`src/rtl/mul_weight_sched_if.sv`:
```
// rtl/mul_weight_sched_if.sv - sequencer <-> MUL group-multiplier control and weight bus
interface mul_weight_sched_if #(
  parameter int DATA_WIDTH             = 8,
  parameter int LOG_MAX_ITERS          = 16,
  parameter int LOG_MAX_READS_PER_ITER = 16
);
  logic                              mul_configure;
  logic [LOG_MAX_ITERS-1:0]          mul_num_iters;
  logic [LOG_MAX_READS_PER_ITER-1:0] mul_num_reads_per_iter;
  logic [DATA_WIDTH-1:0]             mul_weight_data;
  logic                              mul_weight_valid;
  logic                              mul_valid_in;
  logic                              mul_avail_out;

  modport master (
    output mul_configure, mul_num_iters, mul_num_reads_per_iter,
    output mul_weight_data, mul_weight_valid, mul_avail_out,
    input  mul_valid_in
  );

  modport slave (
    input  mul_configure, mul_num_iters, mul_num_reads_per_iter,
    input  mul_weight_data, mul_weight_valid, mul_avail_out,
    output mul_valid_in
  );
endinterface

```
`src/rtl/mul_weight_sched.sv`:
```
// rtl/mul_weight_sched.sv - per-iteration weight sequencer for one MUL instance
// Optional stall counter: define MUL_WEIGHT_SCHED_PERF_EN.
module mul_weight_sched #(
  parameter int DATA_WIDTH             = 8,
  parameter int LOG_MAX_ITERS          = 16,
  parameter int LOG_MAX_READS_PER_ITER = 16,
  parameter int WBUF_SLOTS             = 8,
  parameter int LOG_WBUF_SLOTS         = 3
) (
  input  logic                              clk,
  input  logic                              rst,
  input  logic                              start,
  input  logic [LOG_MAX_ITERS-1:0]          cfg_num_iters,
  input  logic [LOG_MAX_READS_PER_ITER-1:0] cfg_num_reads_per_iter,
  output logic                              busy,
  output logic                              done,
  input  logic [DATA_WIDTH-1:0]             w_data_in,
  input  logic                              w_valid_in,
  output logic                              w_avail_out,
  mul_weight_sched_if.master                mul,
  input  logic                              down_avail_in,
  output logic [31:0]                       perf_stall_cycles
);

  typedef enum logic [2:0] {IDLE, FIRST_W, RUN, NEXT_W, DONE_S} state_t;

  localparam logic [LOG_WBUF_SLOTS:0]   SLOTS    = (LOG_WBUF_SLOTS+1)'(WBUF_SLOTS);
  localparam logic [LOG_WBUF_SLOTS-1:0] LAST_PTR = LOG_WBUF_SLOTS'(WBUF_SLOTS - 1);

  state_t                            state;
  logic [DATA_WIDTH-1:0]             fifo_mem [WBUF_SLOTS];
  logic [LOG_WBUF_SLOTS-1:0]         wr_ptr, rd_ptr;
  logic [LOG_WBUF_SLOTS:0]           count;
  logic                              full, empty, push, pop;
  logic [LOG_MAX_ITERS-1:0]          iter_cnt;
  logic [LOG_MAX_READS_PER_ITER-1:0] read_cnt;

  assign full        = (count == SLOTS);
  assign empty       = (count == '0);
  assign w_avail_out = rst & ~full;
  assign push        = w_valid_in & ~full;
  assign pop         = ((state == FIRST_W) || (state == NEXT_W)) & ~empty;

  // The multiplier only runs in RUN, so a pending weight always lands between iterations.
  assign mul.mul_avail_out = down_avail_in & (state == RUN);

  always_ff @(posedge clk) begin
    if (push) fifo_mem[wr_ptr] <= w_data_in;
  end

  always_ff @(posedge clk) begin
    if (!rst) begin
      state                      <= IDLE;
      busy                       <= 1'b0;
      done                       <= 1'b0;
      mul.mul_configure          <= 1'b0;
      mul.mul_weight_valid       <= 1'b0;
      mul.mul_weight_data        <= '0;
      mul.mul_num_iters          <= '0;
      mul.mul_num_reads_per_iter <= '0;
      iter_cnt                   <= '0;
      read_cnt                   <= '0;
      wr_ptr                     <= '0;
      rd_ptr                     <= '0;
      count                      <= '0;
    end else begin
      done                 <= 1'b0;
      mul.mul_configure    <= 1'b0;
      mul.mul_weight_valid <= 1'b0;

      if (push) wr_ptr <= (wr_ptr == LAST_PTR) ? '0 : wr_ptr + 1'b1;
      if (pop) begin
        rd_ptr              <= (rd_ptr == LAST_PTR) ? '0 : rd_ptr + 1'b1;
        mul.mul_weight_data <= fifo_mem[rd_ptr];
      end
      if (push && !pop)      count <= count + 1'b1;
      else if (pop && !push) count <= count - 1'b1;

      case (state)
        IDLE: begin
          if (start) begin
            mul.mul_num_iters          <= cfg_num_iters;
            mul.mul_num_reads_per_iter <= cfg_num_reads_per_iter;
            busy                       <= 1'b1;
            if ((cfg_num_iters == '0) || (cfg_num_reads_per_iter == '0)) state <= DONE_S;
            else                                                          state <= FIRST_W;
          end
        end
        FIRST_W: begin
          if (!empty) begin
            mul.mul_configure    <= 1'b1;
            mul.mul_weight_valid <= 1'b1;
            iter_cnt             <= LOG_MAX_ITERS'(1);
            read_cnt             <= '0;
            state                <= RUN;
          end
        end
        RUN: begin
          if (mul.mul_valid_in) begin
            if (read_cnt == mul.mul_num_reads_per_iter - 1'b1) begin
              read_cnt <= '0;
              if (iter_cnt == mul.mul_num_iters) begin
                state <= DONE_S;
              end else begin
                iter_cnt <= iter_cnt + 1'b1;
                state    <= NEXT_W;
              end
            end else begin
              read_cnt <= read_cnt + 1'b1;
            end
          end
        end
        NEXT_W: begin
          if (!empty) begin
            mul.mul_weight_valid <= 1'b1;
            state                <= RUN;
          end
        end
        DONE_S: begin
          done  <= 1'b1;
          busy  <= 1'b0;
          state <= IDLE;
        end
        default: state <= IDLE;
      endcase
    end
  end

`ifdef MUL_WEIGHT_SCHED_PERF_EN
  logic [31:0] perf_cnt;

  always_ff @(posedge clk) begin
    if (!rst) begin
      perf_cnt <= '0;
    end else if ((state == IDLE) && start) begin
      perf_cnt <= '0;
    end else if (((state == FIRST_W) || (state == NEXT_W)) && empty && (perf_cnt != '1)) begin
      perf_cnt <= perf_cnt + 1'b1;
    end
  end

  assign perf_stall_cycles = perf_cnt;
`else
  assign perf_stall_cycles = 32'd0;
`endif

endmodule

```
`src/flat_wrapper.sv`:
```
// flat-port wrapper written by rule: the top's interface ports become plain ports
module mul_weight_sched_flat 
#(
  parameter int DATA_WIDTH             = 8,
  parameter int LOG_MAX_ITERS          = 16,
  parameter int LOG_MAX_READS_PER_ITER = 16,
  parameter int WBUF_SLOTS             = 8,
  parameter int LOG_WBUF_SLOTS         = 3
)
  (clk, rst, start, cfg_num_iters, cfg_num_reads_per_iter, busy, done, w_data_in, w_valid_in, w_avail_out, down_avail_in, perf_stall_cycles, mul_mul_configure, mul_mul_num_iters, mul_mul_num_reads_per_iter, mul_mul_weight_data, mul_mul_weight_valid, mul_mul_avail_out, mul_mul_valid_in);
  mul_weight_sched_if #(.DATA_WIDTH(DATA_WIDTH), .LOG_MAX_ITERS(LOG_MAX_ITERS), .LOG_MAX_READS_PER_ITER(LOG_MAX_READS_PER_ITER)) mul_i ();
  input  logic clk;
  input  logic rst;
  input  logic start;
  input  logic [LOG_MAX_ITERS-1:0] cfg_num_iters;
  input  logic [LOG_MAX_READS_PER_ITER-1:0] cfg_num_reads_per_iter;
  output logic busy;
  output logic done;
  input  logic [DATA_WIDTH-1:0] w_data_in;
  input  logic w_valid_in;
  output logic w_avail_out;
  input  logic down_avail_in;
  output logic [31:0] perf_stall_cycles;
  output wire logic [$bits(mul_i.mul_configure)-1:0] mul_mul_configure;
  output wire logic [$bits(mul_i.mul_num_iters)-1:0] mul_mul_num_iters;
  output wire logic [$bits(mul_i.mul_num_reads_per_iter)-1:0] mul_mul_num_reads_per_iter;
  output wire logic [$bits(mul_i.mul_weight_data)-1:0] mul_mul_weight_data;
  output wire logic [$bits(mul_i.mul_weight_valid)-1:0] mul_mul_weight_valid;
  output wire logic [$bits(mul_i.mul_avail_out)-1:0] mul_mul_avail_out;
  input wire logic [$bits(mul_i.mul_valid_in)-1:0] mul_mul_valid_in;
  assign mul_mul_configure = mul_i.mul_configure;
  assign mul_mul_num_iters = mul_i.mul_num_iters;
  assign mul_mul_num_reads_per_iter = mul_i.mul_num_reads_per_iter;
  assign mul_mul_weight_data = mul_i.mul_weight_data;
  assign mul_mul_weight_valid = mul_i.mul_weight_valid;
  assign mul_mul_avail_out = mul_i.mul_avail_out;
  assign mul_i.mul_valid_in = mul_mul_valid_in;
  mul_weight_sched #(.DATA_WIDTH(DATA_WIDTH), .LOG_MAX_ITERS(LOG_MAX_ITERS), .LOG_MAX_READS_PER_ITER(LOG_MAX_READS_PER_ITER), .WBUF_SLOTS(WBUF_SLOTS), .LOG_WBUF_SLOTS(LOG_WBUF_SLOTS)) u_core (.clk(clk), .rst(rst), .start(start), .cfg_num_iters(cfg_num_iters), .cfg_num_reads_per_iter(cfg_num_reads_per_iter), .busy(busy), .done(done), .w_data_in(w_data_in), .w_valid_in(w_valid_in), .w_avail_out(w_avail_out), .mul(mul_i), .down_avail_in(down_avail_in), .perf_stall_cycles(perf_stall_cycles));
endmodule
```
`config.mk`:
```
export PLATFORM = sky130hd
export DESIGN_NAME = mul_weight_sched_flat
export DESIGN_NICKNAME = d
export VERILOG_FILES = /design/src/rtl/mul_weight_sched_if.sv /design/src/rtl/mul_weight_sched.sv /design/src/flat_wrapper.sv
export SDC_FILE = /design/constraint.sdc
export NUM_CORES = 1
export LEC_CHECK = 0
export CORE_MARGIN = 4
export CORE_UTILIZATION = 50
export CTS_CLUSTER_DIAMETER = 120
export CTS_CLUSTER_SIZE = 25
export DETAILED_ROUTE_END_ITERATION = 6
export PLACE_DENSITY = 0.76
export SETUP_SLACK_MARGIN = 0.3
export SYNTH_ARGS = -nofsm -noshare
export SYNTH_HDL_FRONTEND = slang
export SYNTH_SLANG_ARGS = --single-unit
export TNS_END_PERCENT = 1
```
`constraint.sdc`:
```
create_clock -name clk -period 3.6 [get_ports clk]
set_input_delay 0.72 -clock clk [delete_from_list [all_inputs] [get_ports clk]]
set_output_delay 0.72 -clock clk [all_outputs]
set_load 0.01 [all_outputs]
```
### After elaboration in Yosys (flattened, before gate mapping)

Memories as Yosys holds them, arrays and structs flattened. A register that Yosys moved wholly into a read port is not among the register bits.
Cells that the tools add are included.

| operators by class | value |
|---|---|
| $mul | 0 |
| shifts and indexed selects | 0 |
| divide/modulo/power cells | 0 |
| reductions and logical operators | 22 |
| eq/ne operators | 15 |
| $lt $le $gt $ge | 0 |
| bitwise logic cells | 6 |
| muxes and demuxes | 26 |
| $add $sub $neg | 7 |

Operators with widths:

| kind | number |
|---|---|
| 16-bit 2-to-1 mux | 7 |
| 16-bit one-hot mux with 2 select lines | 2 |
| 16-bit by 1-bit adder with 16-bit output, second input constant | 2 |
| 16-bit == test | 2 |
| 16-bit zero test | 2 |
| 3-bit 2-to-1 mux | 8 |
| 16-bit by 1-bit subtractor with 16-bit output, second input constant | 1 |
| 2-bit != test, second input constant | 6 |
| 3-bit == test, second input constant | 3 |
| 3-bit one-hot mux with 3 select lines | 1 |
| 4-bit 2-to-1 mux | 2 |
| 2-bit AND reduction | 4 |
| 3-bit by 1-bit adder with 3-bit output, second input constant | 2 |
| 3-bit by 2-bit == test with 1-bit output, second input constant | 2 |
| 2-bit nonzero test | 3 |
| 1-bit 2-to-1 mux | 5 |
| 5-bit AND reduction | 1 |
| 4-bit by 1-bit adder with 4-bit output, second input constant | 1 |
| 1-bit AND | 4 |
| 4-bit == test, second input constant | 1 |
| 4-bit zero test | 1 |
| 4-bit AND reduction | 1 |
| 4-bit by 1-bit subtractor with 4-bit output, second input constant | 1 |
| 3-bit by 1-bit == test with 1-bit output, second input constant | 1 |
| 8 further kinds | 13 |

| storage, ports and cells | value |
|---|---|
| bits in read-only memories | 0 |
| bits in registers | 81 |
| output and inout bits | 78 |
| word-level logic and storage cells | 89 |
| input bits | 46 |
| memories | 1 |
| bits in writable memories | 64 |
| latch bits | 0 |

Memory list:

| memory | depth | width | read ports | clocked after memory_dff | write ports | line | source |
|---|---|---|---|---|---|---|---|
| u_core.fifo_mem | 8 | 8 | 1 | 1 | 1 | mul_weight_sched.sv:31 | `logic [DATA_WIDTH-1:0] fifo_mem [WBUF_SLOTS];` |

### Logic depth before layout (Yosys ltp)

| depth | value |
|---|---|
| depth after elaboration | 7 |
| mapped depth | 12 |
| depth with buffers taken out | 12 |

### Least setup slack after synthesis

Ideal clock, no wire load.

| path | value |
|---|---|
| kind | register -> register |
| from | register u_core.mul.mul_num_reads_per_iter[2] |
| to | register u_core.read_cnt[4] |
| required time | 3.485 ns |
| clock period less this slack | 2.932 ns |
| slack | 0.668 ns |
| arrival time | 2.817 ns |
| setup time | 0.115 ns |
| path buffers | 1 |
| cell stages (with the launch flop) | 10 |
| path through | dfxtp_1 or4_4 or2_1 or4_1 a211o_1 nor4_1 a21oi_1 o21ai_2 buf_6 nor2_1 |

| on the way | value |
|---|---|
| word-level cells in the longest chain between the ends | 5 |

RTL lines:

| what | line | source |
|---|---|---|
| from (decl) | mul_weight_sched_if.sv:16 | `output mul_configure, mul_num_iters, mul_num_reads_per_iter,` |
| from (signal assigned) | mul_weight_sched.sv:83 | `mul.mul_num_reads_per_iter <= cfg_num_reads_per_iter;` |
| 16-bit by 1-bit subtractor with 16-bit output | mul_weight_sched.sv:100 | `if (read_cnt == mul.mul_num_reads_per_iter - 1'b1) begin` |
| 16-bit == test | mul_weight_sched.sv:100 |  |
| 16-bit 2-to-1 mux | mul_weight_sched.sv:100 |  |
| 16-bit 2-to-1 mux | mul_weight_sched.sv:99 | `if (mul.mul_valid_in) begin` |
| 16-bit one-hot mux with 2 select lines | mul_weight_sched.sv:79 | `case (state)` |
| to (signal assigned) | mul_weight_sched.sv:109 | `read_cnt <= read_cnt + 1'b1;` |
| to (decl) | mul_weight_sched.sv:36 | `logic [LOG_MAX_READS_PER_ITER-1:0] read_cnt;` |

No other way between the ends. The select of a mux whose other input is x is not followed.
A chain may end at the register's enable or synchronous reset.

### Final worst setup path

| path | value |
|---|---|
| from | register u_core.mul.mul_num_reads_per_iter[2] |
| to | register u_core.iter_cnt[14] |

| on the way | value |
|---|---|
| word-level cells in the longest chain between the ends | 4 |

RTL lines:

| what | line | source |
|---|---|---|
| 16-bit by 1-bit subtractor with 16-bit output | mul_weight_sched.sv:100 |  |
| 16-bit == test | mul_weight_sched.sv:100 |  |
| 2-bit != test (no line) | n/a |  |
| 5-bit AND reduction (no line) | n/a |  |
| to (signal assigned) | mul_weight_sched.sv:105 | `iter_cnt <= iter_cnt + 1'b1;` |
| to (decl) | mul_weight_sched.sv:35 | `logic [LOG_MAX_ITERS-1:0] iter_cnt;` |

No other way between the ends.

==> flow_metrics.env <==
export IMPL_grt_remaining_overflow=0
export IMPL_period_minus_slack_ns=3.16
export IMPL_yosysWarningCount=0
export IMPL_hold_path_class="register to register"
export IMPL_end_kind="register"
export IMPL_met1_usage_pct=25.3
export IMPL_busiest_layer="met2"
export IMPL_max_cap_viol_count=0
export IMPL_clk_path_buf_depth=2
export IMPL_grt_pass1_vias=5651
export IMPL_final_cell_mix="105 x nand2_1, 90 x clkdlybuf4s50_1, 89 x dfxtp_1"
export IMPL_cts_inserted_buffers=17
export IMPL_clock_sinks=153
export IMPL_via_per_inst=5.61
export IMPL_arrival_ns=3.52
export IMPL_layout_drive_gt1_share_pct=9.74
export IMPL_port_buffers=91
export IMPL_peakVddDrop_mv=0.505
export IMPL_use_met3_pct=4.40
export IMPL_die_area_um2=16500
export IMPL_cts_root_buf="clkbuf_16"
export IMPL_fin_util_pct=63.1
export IMPL_final_cells=981
export IMPL_rsz0062_at_grt="true"
export IMPL_drc=0
export IMPL_fin_skew_ns=0.00813
export IMPL_path_clk_slew_ns=0.06
export IMPL_setup_viol=0
export IMPL_ys_types=57
export IMPL_routedWlPerCell_um=17.2
export IMPL_worst_skew_pair_late_latency_ns=0.42
export IMPL_cp_start_kind="register"
export IMPL_critical_path_buf_inv_count=0
export IMPL_syn_avg_cell_area_um2=10.5
export IMPL_slew_violations=0
export IMPL_synthArstFlopShare_pct=0
export IMPL_path_delay_family="simple AND/OR/NAND/NOR gates"
export IMPL_p_per_area_nw_per_um2=635
export IMPL_row_count=43
export IMPL_netlist_area_um2=7270
export IMPL_antenna_found_initial=0
export IMPL_critPathMaxStageDelay_ns=0.60
export IMPL_netlist_instances=690
export IMPL_relSlewSlack_pct=41.6
export IMPL_cts_htree_levels=4
export IMPL_routed_wl_um=16900
export IMPL_hold_slack_ns=0.479
export IMPL_min_period_over_period_pct=87.8
export IMPL_synth_edf_count=64
export IMPL_vias=5499
export IMPL_gr_usage_all_layers_pct=21.3
export IMPL_grt_pass1_wl_um=27900
export IMPL_leakagePower_nw=3.22
export IMPL_firstDrtPassIters=5
export IMPL_postCtsHoldBufs=0
export IMPL_initial_core_util_pct=51.8
export IMPL_tightest_slew_ns=0.875
export IMPL_dp_cells=949
export IMPL_max_freq_ghz=0.316
export IMPL_pin_count=124
export IMPL_slowest_stage="or4_4"
export IMPL_status="finished, final reports clean"
export IMPL_place_congestion=0.924
export IMPL_hpwlAfterDp_um=12100
export IMPL_final_setup_tns_ns=0
export IMPL_post_cts_buffers=0
export IMPL_die_y_um=129
export IMPL_use_met2_pct=37.4
export IMPL_cp_max_fo=28
export IMPL_crit_type="register to register"
export IMPL_final_common_cell="nand2_1"
export IMPL_syn_to_final_growth_pct=21.8
export IMPL_ant_nets=0
export IMPL_cp_cell_sequence="or4_4 -> or4b_4 -> o21ai_1 -> nand3_1 -> a211o_1 -> o21a_4 -> or4_1 -> a21oi_1"
export IMPL_synth_flop_cell="dfxtp_1"
export IMPL_yosys_register_bits=153
export IMPL_hold_violations=0
export IMPL_cts_tree="built"
export IMPL_coreArea_um2=14000
export IMPL_die_width_um=129
export IMPL_antennaDiodeCount=0
export IMPL_grt_max_degree=63
export IMPL_required_ns=3.96
export IMPL_drt_iter0_drc=448
export IMPL_finalNetCount=845
export IMPL_yosysSeqAreaShare_pct=50.9
worst register-to-register path, stage by stage (launching register included):
cell and delay [ns]:
dfxtp_1 0.38, or4_4 0.60, or4b_4 0.57, o21ai_1 0.15
nand3_1 0.13, a211o_1 0.31, o21a_4 0.29, or4_1 0.52
a21oi_1 0.14
timing repair:
action / in CTS / in global routing
gates resized for setup: 0 / 0
endpoints found under the setup margin: 0 / 2
hold endpoints to repair: 0 / 0
layer usage:
metal / vias to the layer above / wire length, um
met5: - / 0
met4: 0 / 297
met3: 32 / 914
met2: 201 / 8860
met1: 2642 / 6790
li1: 2624 / -
synth_stat cells (all sizes together), types with 14 or more instances:
cell / n / area [um2]
nand3: 15 / 75.1
a21oi: 24 / 120
xnor2: 35 / 307
nor4: 16 / 100
a21boi: 37 / 278
mux4: 16 / 360
nand4: 17 / 106
o21ai: 14 / 73.8
buf: 36 / 270
xor2: 17 / 149
nand2: 105 / 394
nor2: 36 / 135
dfxtp: 89 / 1780
clkbuf: 27 / 101
edfxtp: 64 / 1920
per-stage QoR:
step / power, W / area (um2) / setup WS, ns
after CTS: 0.00566 / 8860 / 0.477
after global routing: 0.00595 / 8860 / 0.297
after global placement: 0.00391 / 8310 / 0.557
after floorplan: 0.00338 / 7390 / 0.668
after detailed placement: 0.00398 / 8310 / 0.477
final: 0.00562 / 8860 / 0.437
flip-flops by register name (all words and copies together) (netlist names), 3 cells and up:
register,flops
u_core.mul.mul_num_reads_per_iter,16
u_core.rd_ptr,3
u_core.count,4
u_core.wr_ptr,3
u_core.read_cnt,16
u_core.mul.mul_weight_data,8
u_core.mul.mul_num_iters,16
u_core.fifo_mem,64
u_core.iter_cnt,16
u_core.state,3
final cells by class:
class                   instances  area, um2
well taps                     180        225
multi-input cells             497       3290
clock inverters                12        101
clock buffers                  20        457
flip-flops and latches        153       3700
repair buffers                111       1060
inverters                       8       30.0
fillers                      1093       5180
cells by family after synthesis:
logic type | Yosys count | share of synthesized area [%]
and+or+nand+nor | 267 | 18.3
DFF | 153 | 50.9
AOI/OAI and AO/OA | 108 | 10.5
buffers and inverters | 71 | 5.52
xor gates and xnor gates | 52 | 6.26
muxes | 27 | 6.47
adders and majority gates | 11 | 2.00
other | 1 | 0.0516
final timing paths:
kind	start	endpoint	slack, ns	depth (start not counted)
setup / recovery	u_core.mul.mul_num_reads_per_iter[2]	u_core.iter_cnt[14]	0.44	8
hold reg to reg	u_core.busy	u_core.busy	0.48	2
hold / removal	u_core.busy	u_core.busy	0.48	2
setup reg to reg	u_core.mul.mul_num_reads_per_iter[2]	u_core.iter_cnt[14]	0.44	8
power by group:
part / switching, W / internal [W]
registers: 0.000232 / 0.00200
logic: 0.000905 / 0.000820
clock network: 0.000733 / 0.000937
total: 0.00187 / 0.00375
(Power assumes the default switching activity.)
